$ cat config.mk
export PLATFORM = sky130hd
export DESIGN_NAME = rgb_pwm_sequencer
export DESIGN_NICKNAME = d
export VERILOG_FILES = /design/src/rtl/rgb_pwm_sequencer.sv
export SDC_FILE = /design/constraint.sdc
export NUM_CORES = 1
export LEC_CHECK = 0
export ABC_AREA = 1
export CAP_MARGIN = 30
export CORE_ASPECT_RATIO = 1.75
export CORE_MARGIN = 1.5
export CORE_UTILIZATION = 55
export DETAILED_ROUTE_END_ITERATION = 16
export HOLD_SLACK_MARGIN = 0.03
export PLACE_DENSITY = 0.72
export RECOVER_POWER = 25
export SLEW_MARGIN = 5
export SYNTH_ARGS = -nofsm -noshare
export SYNTH_HDL_FRONTEND = slang
export SYNTH_HIERARCHICAL = 1
export SYNTH_SLANG_ARGS = --single-unit
export TNS_END_PERCENT = 20
$ cat constraint.sdc
create_clock -name hw_clk -period 5.7 [get_ports hw_clk]
set_input_delay 1.425 -clock hw_clk [delete_from_list [all_inputs] [get_ports hw_clk]]
set_output_delay 1.425 -clock hw_clk [all_outputs]
set_load 0.005 [all_outputs]
$ cat src/rtl/rgb_pwm_sequencer.sv
// RGB LED colour sequencer: 8-colour table, step/fade/hold/off modes, per-channel PWM
// scaled by a global brightness, driving the board LED through an SB_RGBA_DRV.
module rgb_pwm_sequencer #(
  parameter int    PWM_BITS    = 8,
  parameter int    TICK_CYCLES = 46875,
  parameter string LED_CURRENT = "0b000001"
) (
  input  logic                hw_clk,
  input  logic                rst_n,
  input  logic [1:0]          mode,
  input  logic [PWM_BITS-1:0] brightness,
  input  logic                step_req,
  output logic                led_red,
  output logic                led_green,
  output logic                led_blue,
  output logic [2:0]          color_idx,
  output logic                pwm_sync
);

  localparam int N  = PWM_BITS;
  localparam int TW = (TICK_CYCLES > 1) ? $clog2(TICK_CYCLES) : 1;
  localparam logic [N-1:0]  LVL_MAX   = '1;
  localparam logic [TW-1:0] TICK_LAST = TW'(TICK_CYCLES - 1);

  localparam logic [1:0] MODE_STEP = 2'b00;
  localparam logic [1:0] MODE_FADE = 2'b01;
  localparam logic [1:0] MODE_HOLD = 2'b10;
  localparam logic [1:0] MODE_OFF  = 2'b11;

  // Channel-ordered colour: bit0 = red, bit1 = green, bit2 = blue
  function automatic logic [2:0] colour_bgr(input logic [2:0] idx);
    case (idx)
      3'd0:    colour_bgr = 3'b001;
      3'd1:    colour_bgr = 3'b010;
      3'd2:    colour_bgr = 3'b100;
      3'd3:    colour_bgr = 3'b110;
      3'd4:    colour_bgr = 3'b011;
      3'd5:    colour_bgr = 3'b101;
      3'd6:    colour_bgr = 3'b000;
      default: colour_bgr = 3'b111;
    endcase
  endfunction

  logic [N-1:0]  level_reg [3];
  logic [2:0]    color_idx_reg;
  logic [TW-1:0] tick_cnt_reg;
  logic [N-1:0]  dwell_cnt_reg;
  logic [N-1:0]  pwm_cnt_reg;
  logic          pwm_sync_reg;
  logic [1:0]    mode_prev_reg;
  logic [2:0]    pwm_reg;

  logic       running;
  logic       tick;
  logic [2:0] idx_next;
  logic [2:0] rgb_cur;
  logic [2:0] rgb_nxt;
  logic [2:0] at_tgt;
  logic [2:0] pwm_on;
  logic [N:0] bright_p1;

  assign running   = (mode == MODE_STEP) || (mode == MODE_FADE);
  assign tick      = running && (tick_cnt_reg == TICK_LAST);
  assign idx_next  = color_idx_reg + 3'd1;
  assign rgb_cur   = colour_bgr(color_idx_reg);
  assign rgb_nxt   = colour_bgr(idx_next);
  assign bright_p1 = {1'b0, brightness} + (N+1)'(1);

  for (genvar gi = 0; gi < 3; gi++) begin : g_ch
    logic [N-1:0] tgt;
    logic [2*N:0] prod;
    assign tgt         = rgb_nxt[gi] ? LVL_MAX : '0;
    assign at_tgt[gi]  = (level_reg[gi] == tgt);
    // Full-width product and compare: duty never exceeds 2^N-1, so no clamp is needed
    assign prod        = {{(N+1){1'b0}}, level_reg[gi]} * {{N{1'b0}}, bright_p1};
    assign pwm_on[gi]  = ({{(N+1){1'b0}}, pwm_cnt_reg} < (prod >> N));
  end

  always_ff @(posedge hw_clk or negedge rst_n) begin
    if (!rst_n) begin
      level_reg[0]  <= LVL_MAX;
      level_reg[1]  <= '0;
      level_reg[2]  <= '0;
      color_idx_reg <= '0;
      tick_cnt_reg  <= '0;
      dwell_cnt_reg <= '0;
      pwm_cnt_reg   <= '0;
      pwm_sync_reg  <= 1'b0;
      mode_prev_reg <= MODE_STEP;
      pwm_reg       <= '0;
    end else begin
      pwm_cnt_reg   <= pwm_cnt_reg + 1'b1;
      pwm_sync_reg  <= (pwm_cnt_reg == LVL_MAX);
      mode_prev_reg <= mode;
      pwm_reg       <= (mode == MODE_OFF) ? 3'b000 : pwm_on;

      if (running)
        tick_cnt_reg <= tick ? '0 : tick_cnt_reg + 1'b1;

      case (mode)
        MODE_STEP: begin
          // Leaving fade: discard partial levels and restart the dwell
          if (mode_prev_reg == MODE_FADE) begin
            dwell_cnt_reg <= '0;
            for (int c = 0; c < 3; c++)
              level_reg[c] <= rgb_cur[c] ? LVL_MAX : '0;
          end else if (tick) begin
            dwell_cnt_reg <= dwell_cnt_reg + 1'b1;
            if (dwell_cnt_reg == LVL_MAX) begin
              color_idx_reg <= idx_next;
              for (int c = 0; c < 3; c++)
                level_reg[c] <= rgb_nxt[c] ? LVL_MAX : '0;
            end
          end
        end
        MODE_FADE: begin
          if (tick) begin
            if (&at_tgt) begin
              color_idx_reg <= idx_next;
            end else begin
              for (int c = 0; c < 3; c++) begin
                if (rgb_nxt[c] && level_reg[c] != LVL_MAX)
                  level_reg[c] <= level_reg[c] + 1'b1;
                else if (!rgb_nxt[c] && level_reg[c] != '0)
                  level_reg[c] <= level_reg[c] - 1'b1;
              end
            end
          end
        end
        MODE_HOLD: begin
          if (step_req) begin
            color_idx_reg <= idx_next;
            for (int c = 0; c < 3; c++)
              level_reg[c] <= rgb_nxt[c] ? LVL_MAX : '0;
          end
        end
        default: ;
      endcase
    end
  end

  assign color_idx = color_idx_reg;
  assign pwm_sync  = pwm_sync_reg;

  SB_RGBA_DRV #(
    .RGB0_CURRENT(LED_CURRENT),
    .RGB1_CURRENT(LED_CURRENT),
    .RGB2_CURRENT(LED_CURRENT)
  ) u_rgb_drv (
    .CURREN   (1'b1),
    .RGBLEDEN (1'b1),
    .RGB0PWM  (pwm_reg[1]),
    .RGB1PWM  (pwm_reg[2]),
    .RGB2PWM  (pwm_reg[0]),
    .RGB0     (led_green),
    .RGB1     (led_blue),
    .RGB2     (led_red)
  );

endmodule

// Behavioural stand-in for the iCE40 RGB current driver: a pad follows its PWM input
// while the driver is enabled and the channel has a non-zero current setting.
module SB_RGBA_DRV #(
  parameter string RGB0_CURRENT = "0b000000",
  parameter string RGB1_CURRENT = "0b000000",
  parameter string RGB2_CURRENT = "0b000000"
) (
  input  logic CURREN,
  input  logic RGBLEDEN,
  input  logic RGB0PWM,
  input  logic RGB1PWM,
  input  logic RGB2PWM,
  output logic RGB0,
  output logic RGB1,
  output logic RGB2
);

  localparam bit CH0_EN = (RGB0_CURRENT != "0b000000");
  localparam bit CH1_EN = (RGB1_CURRENT != "0b000000");
  localparam bit CH2_EN = (RGB2_CURRENT != "0b000000");

  logic drv_en;
  assign drv_en = CURREN & RGBLEDEN;
  assign RGB0   = drv_en & RGB0PWM & CH0_EN;
  assign RGB1   = drv_en & RGB1PWM & CH1_EN;
  assign RGB2   = drv_en & RGB2PWM & CH2_EN;

endmodule
# Yosys cells after proc, flatten, opt, wreduce, memory -nomap -nowiden
# Cells that the tools add are included.
# word_totals
elab_cells,121
in_bits,13
reg_bits,65
# op_classes
n_mux,32
magnitude_cmp,3
multipliers,3
reduce_logical,25
add_sub_neg,11
n_eq_ne,37
# ops
op,n
$mux 24,6
$mux 8,14
$pmux 24 s3,1
$mul 8x9->17,3
$pmux 3 s7,2
$add 8x1->8 const B,5
$reduce_and 7->1,4
$lt 8x9->1,3
$eq 8x8->1,3
$ne 8x8->1 const B,3
$reduce_bool 8->1,3
$sub 8x1->8 const B,3
$mux 3,7
$eq 3x3->1 const B,6
$add 16x1->16 const B,1
$eq 16x16->1 const B,1
$eq 8x8->1 const B,2
$mux 16,1
$eq 3x2->1 const B,4
$ne 3x1->1 const B,4
$ne 2x2->1 const B,5
$add 8x1->9 const B,1
$pmux 3 s3,1
$logic_and 1x1->1,7
other kinds (14),21

# Depth between registers and ports, before layout
# depth
word_depth,10
ltp_mapped,32
mapped_depth_nobuf,32

# By module
# The synthesis kept the hierarchy.
# modules_own_cells
mod,area_per_inst_um2,cells_per_inst,n_inst,seq_area_each_um2
rgb_pwm_sequencer,11761.3,1610,1,1636.6
SB_RGBA_DRV,26.3,7,1,0.0

# Least setup slack after synthesis
# OpenSTA, ideal clock, no wires.
# synth_timing
path_kind,input to register
startpoint,input port brightness[0]
endpoint,register pwm_reg[0]
path_slack_ps,-639
t_arrival_ps,6222
required_time_ps,5583
path_buffers,1
path_stages,27
cell_sequence,ha_1 -> nand2_1 -> nor2_1 -> nand2_1 -> nand2_1 -> clkbuf_1 -> nor2_1 -> fa_1 -> fa_1 -> fa_1 -> inv_1 -> fa_1 -> inv_1 -> ha_1 -> a21o_1 -> nor2_1 -> nand2_1 -> nand2_1 -> nand3_1 -> a21oi_1 -> xor2_1 -> ha_1 -> inv_1 -> o31ai_1 -> a21oi_1 -> nor2_1 -> nor2_1
# synth_between
elab_chain_cells,4
# synth_lines
element,line,text
from (decl),11,"input logic [PWM_BITS-1:0] brightness,"
$add 8x1->9,67,"assign bright_p1 = {1'b0, brightness} + (N+1)'(1);"
$mul 8x9->17,75,"assign prod = {{(N+1){1'b0}}, level_reg[gi]} * {{N{1'b0}}, bright_p1};"
$lt 8x9->1,76,"assign pwm_on[gi] = ({{(N+1){1'b0}}, pwm_cnt_reg} < (prod >> N));"
$mux 3,95,pwm_reg <= (mode == MODE_OFF) ? 3'b000 : pwm_on;
to (signal assigned),95,
to (decl),51,logic [2:0] pwm_reg;
# Every way passes these cells.
# A chain may end at the register's enable or synchronous reset.

# Final worst setup path
# layout_timing
startpoint,input port brightness[0]
endpoint,register pwm_reg[2]
# Same word-level chain as after synthesis.

==> impl_metrics.tcl <==
set metrics [dict create \
    yosysTopAreaCellShare_pct 21.4 \
    hpwl_um 27100 \
    required_ps 5990 \
    synthTopCellsByArea "fa_1 (21%), ha_1 (16%), dfrtp_1 (12%), nand2_1 (10%), inv_1 (9.6%)" \
    dieHeight_um 197 \
    fin_nets 2067 \
    worstHoldEndpoint "tick_cnt_reg[14]" \
    hold_start "tick_cnt_reg[14]" \
    cts_tree "built" \
    clkLatencyLatePin_ps 360 \
    cp_data_arrival_time_ps 6440 \
    rr_worst_depth 21 \
    hold_depth 1 \
    grt_pass1_wl_um 55800 \
    die-area_um2 22400 \
    grt_overflow 0 \
    numCtsBuffers 9 \
    max_cap_violations 1 \
    maxSlewHeadroom_pct -23.9 \
    cts_hold_buf 0 \
    run_status "finished, violations left" \
    num_vias 11289 \
    grt_pass1_vias 12033 \
    vias_per_cell 5.56 \
    io_buffers 19 \
    skew_ps 9.37 \
    cts.clk_slew.worst_paths_ps 60 \
    finalHoldViolations 0 \
    clock-root-buffer "clkbuf_16" \
    seq_area_frac_synth_pct 13.9 \
    min_period_over_period_pct 108 \
    htreeDepth 3 \
    post_synth.cell_area_avg_um2 7.29 \
    syn_area_um2 11800 \
    violations "capacitance limit, slew limit, setup timing" \
    finalSetupViolations 3 \
    ys_ff_latch 65 \
    track_usage_pct 31.9 \
    drtIter0Drc 640 \
    grt_antenna_before_repair 0 \
    synth-edff-count 0 \
    async_flop_share_pct 100 \
    ant_nets 0 \
    grt_max_degree 36 \
    holdWs_ps 508 \
    largest_reg_flops 24 \
    ys_warn_count 6 \
    rsz0062_at_grt "yes" \
    r2r_slack_ps 530 \
    timing.rr.start "level_reg[2]" \
    rows 70 \
    place.gp.congestion 0.982 \
    drt_wl_total_um 33500 \
    worst_setup_path_end_kind "flip-flop" \
    setup_slack_ps -447 \
    firstDrtPassIters 5 \
    num_io_pins 20 \
    crit_path_start_kind "input pin" \
    fin_crit_ps 6150 \
    regToRegEndpoint "pwm_reg[2]" \
    synth_top_area_cell "fa_1" \
    layout.cells.non_filler 2031 \
    drive_above_1_share_pct 16.0 \
    tightest_slew_ps 1860 \
    clk_path_buf_depth 2 \
    drc_errors 0 \
    hold_path_class "reg -> reg" \
    initial_core_util_pct 56.3 \
    ys_types 51 \
    path_max_fanout 4 \
    timing_worst_setup_path_type "in -> reg" \
    antenna_cells 0 \
    finalMaxSlewViolations 36 \
    synth_flop_cell "dfrtp_1" \
    max_freq_ghz 0.163 \
    synthCells 1617 \
    cts_sinks 65 \
    placedCellCount 1994 \
    die_w_um 114 \
    wl_per_cell_um 16.5 \
    coreArea_um2 20900 \
    syn_to_final_growth_pct 20.5 \
]
worst max path at each step:
stage                       start          to  slack [ps]  depth (start not counted)
floorplan           brightness[0]  pwm_reg[2]        -360                         30
global placement    brightness[0]  pwm_reg[1]       -1460                         28
detailed placement  brightness[0]  pwm_reg[1]       -1480                         28
CTS                 brightness[1]  pwm_reg[0]        -420                         30
global route        brightness[0]  pwm_reg[2]        -690                         28
finish              brightness[0]  pwm_reg[2]        -450                         28
placed cells by master, fill, tap and decap left out, types with 39 or more instances in the layout:
| master | instances |
|---|---|
| buf_4 | 134 |
| nand3_1 | 65 |
| a21oi_1 | 70 |
| nor2_1 | 222 |
| dfrtp_1 | 57 |
| fa_1 | 125 |
| o21ai_0 | 39 |
| ha_1 | 141 |
| nand2_1 | 308 |
| inv_1 | 289 |
cells in the mapped netlist (8+ instances only):
master    instances
ha_1            154
nand2_1         324
clkinv_1         14
nand4_1          25
xor2_1           25
nor3_1           21
xnor2_1          13
nand3_1          72
o21ai_0          47
a21oi_1          80
inv_1           301
a21o_1           11
dfrtp_1          57
nor2_1          241
nand3b_1         11
dfstp_2           8
clkbuf_1         13
fa_1            126
worst max-delay path, cell delays in order:
cell and delay, ps:
buf_6 90, ha_4 170, nand2_4 80, nor2_4 100, nand4_1 180, nor2_2 240, inv_2 80, buf_4 150
nor2_4 100, fa_1 480, fa_1 490, fa_1 500, inv_1 50, fa_1 500, inv_2 50, ha_4 230
nand2_1 60, inv_1 50, nand2_1 80, nand2_1 70, or2_4 270, a21oi_2 150, xor2_1 180, ha_1 260
a21oi_1 110, nand3b_1 110, nand3_1 80, nor2_1 100
logic make-up after synthesis:
family,share of synthesized area [%]
compound gates,8.69
xor+xnor,2.82
fa+ha+maj,37.7
buf+inv,10.9
flops,13.9
other cells,0.0318
simple gates,25.9
per-layer routing:
layer | share of wire [%] | vias up | track usage [%]
met1 | 36 | 5400 | 32.2
li1 | - | 5392 | -
met4 | 7.6 | 0 | 23.0
met5 | 0 | - | 0
met3 | 3.2 | 157 | 3.26
met2 | 53 | 340 | 59.7
layout make-up:
cell class / count / area (µm²)
fill: 1765 / 6730
timing repair buffer: 165 / 1390
inverter: 319 / 1200
multi-input combinational: 1214 / 9350
tap: 252 / 315
clock buffer: 13 / 240
sequential: 65 / 1640
clock inverter: 3 / 65.1
per-stage QoR:
stage | cell area [µm²] | util (%) | TNS [ps] | setup slack (ps)
floorplan | 12100 | - | -1050 | -356
global placement | 13400 | 64.1 | -3950 | -1460
detailed placement | 13400 | 64.1 | -4150 | -1480
CTS | 14100 | 67.6 | -1190 | -416
global route | 14200 | 67.8 | -2040 | -690
finish | 14200 | 67.8 | -1330 | -447
timing repair:
action	in CTS	in global routing
endpoints found under the setup margin	3	3
hold endpoints to repair	0	0
setup buffers	20	0
pin swaps	70	9
resized for setup	85	11
gates cloned	1	0
Power is left out: the tool's default activity adds up to more than one toggle a clock period on the data nets, which glitch-free logic cannot reach.
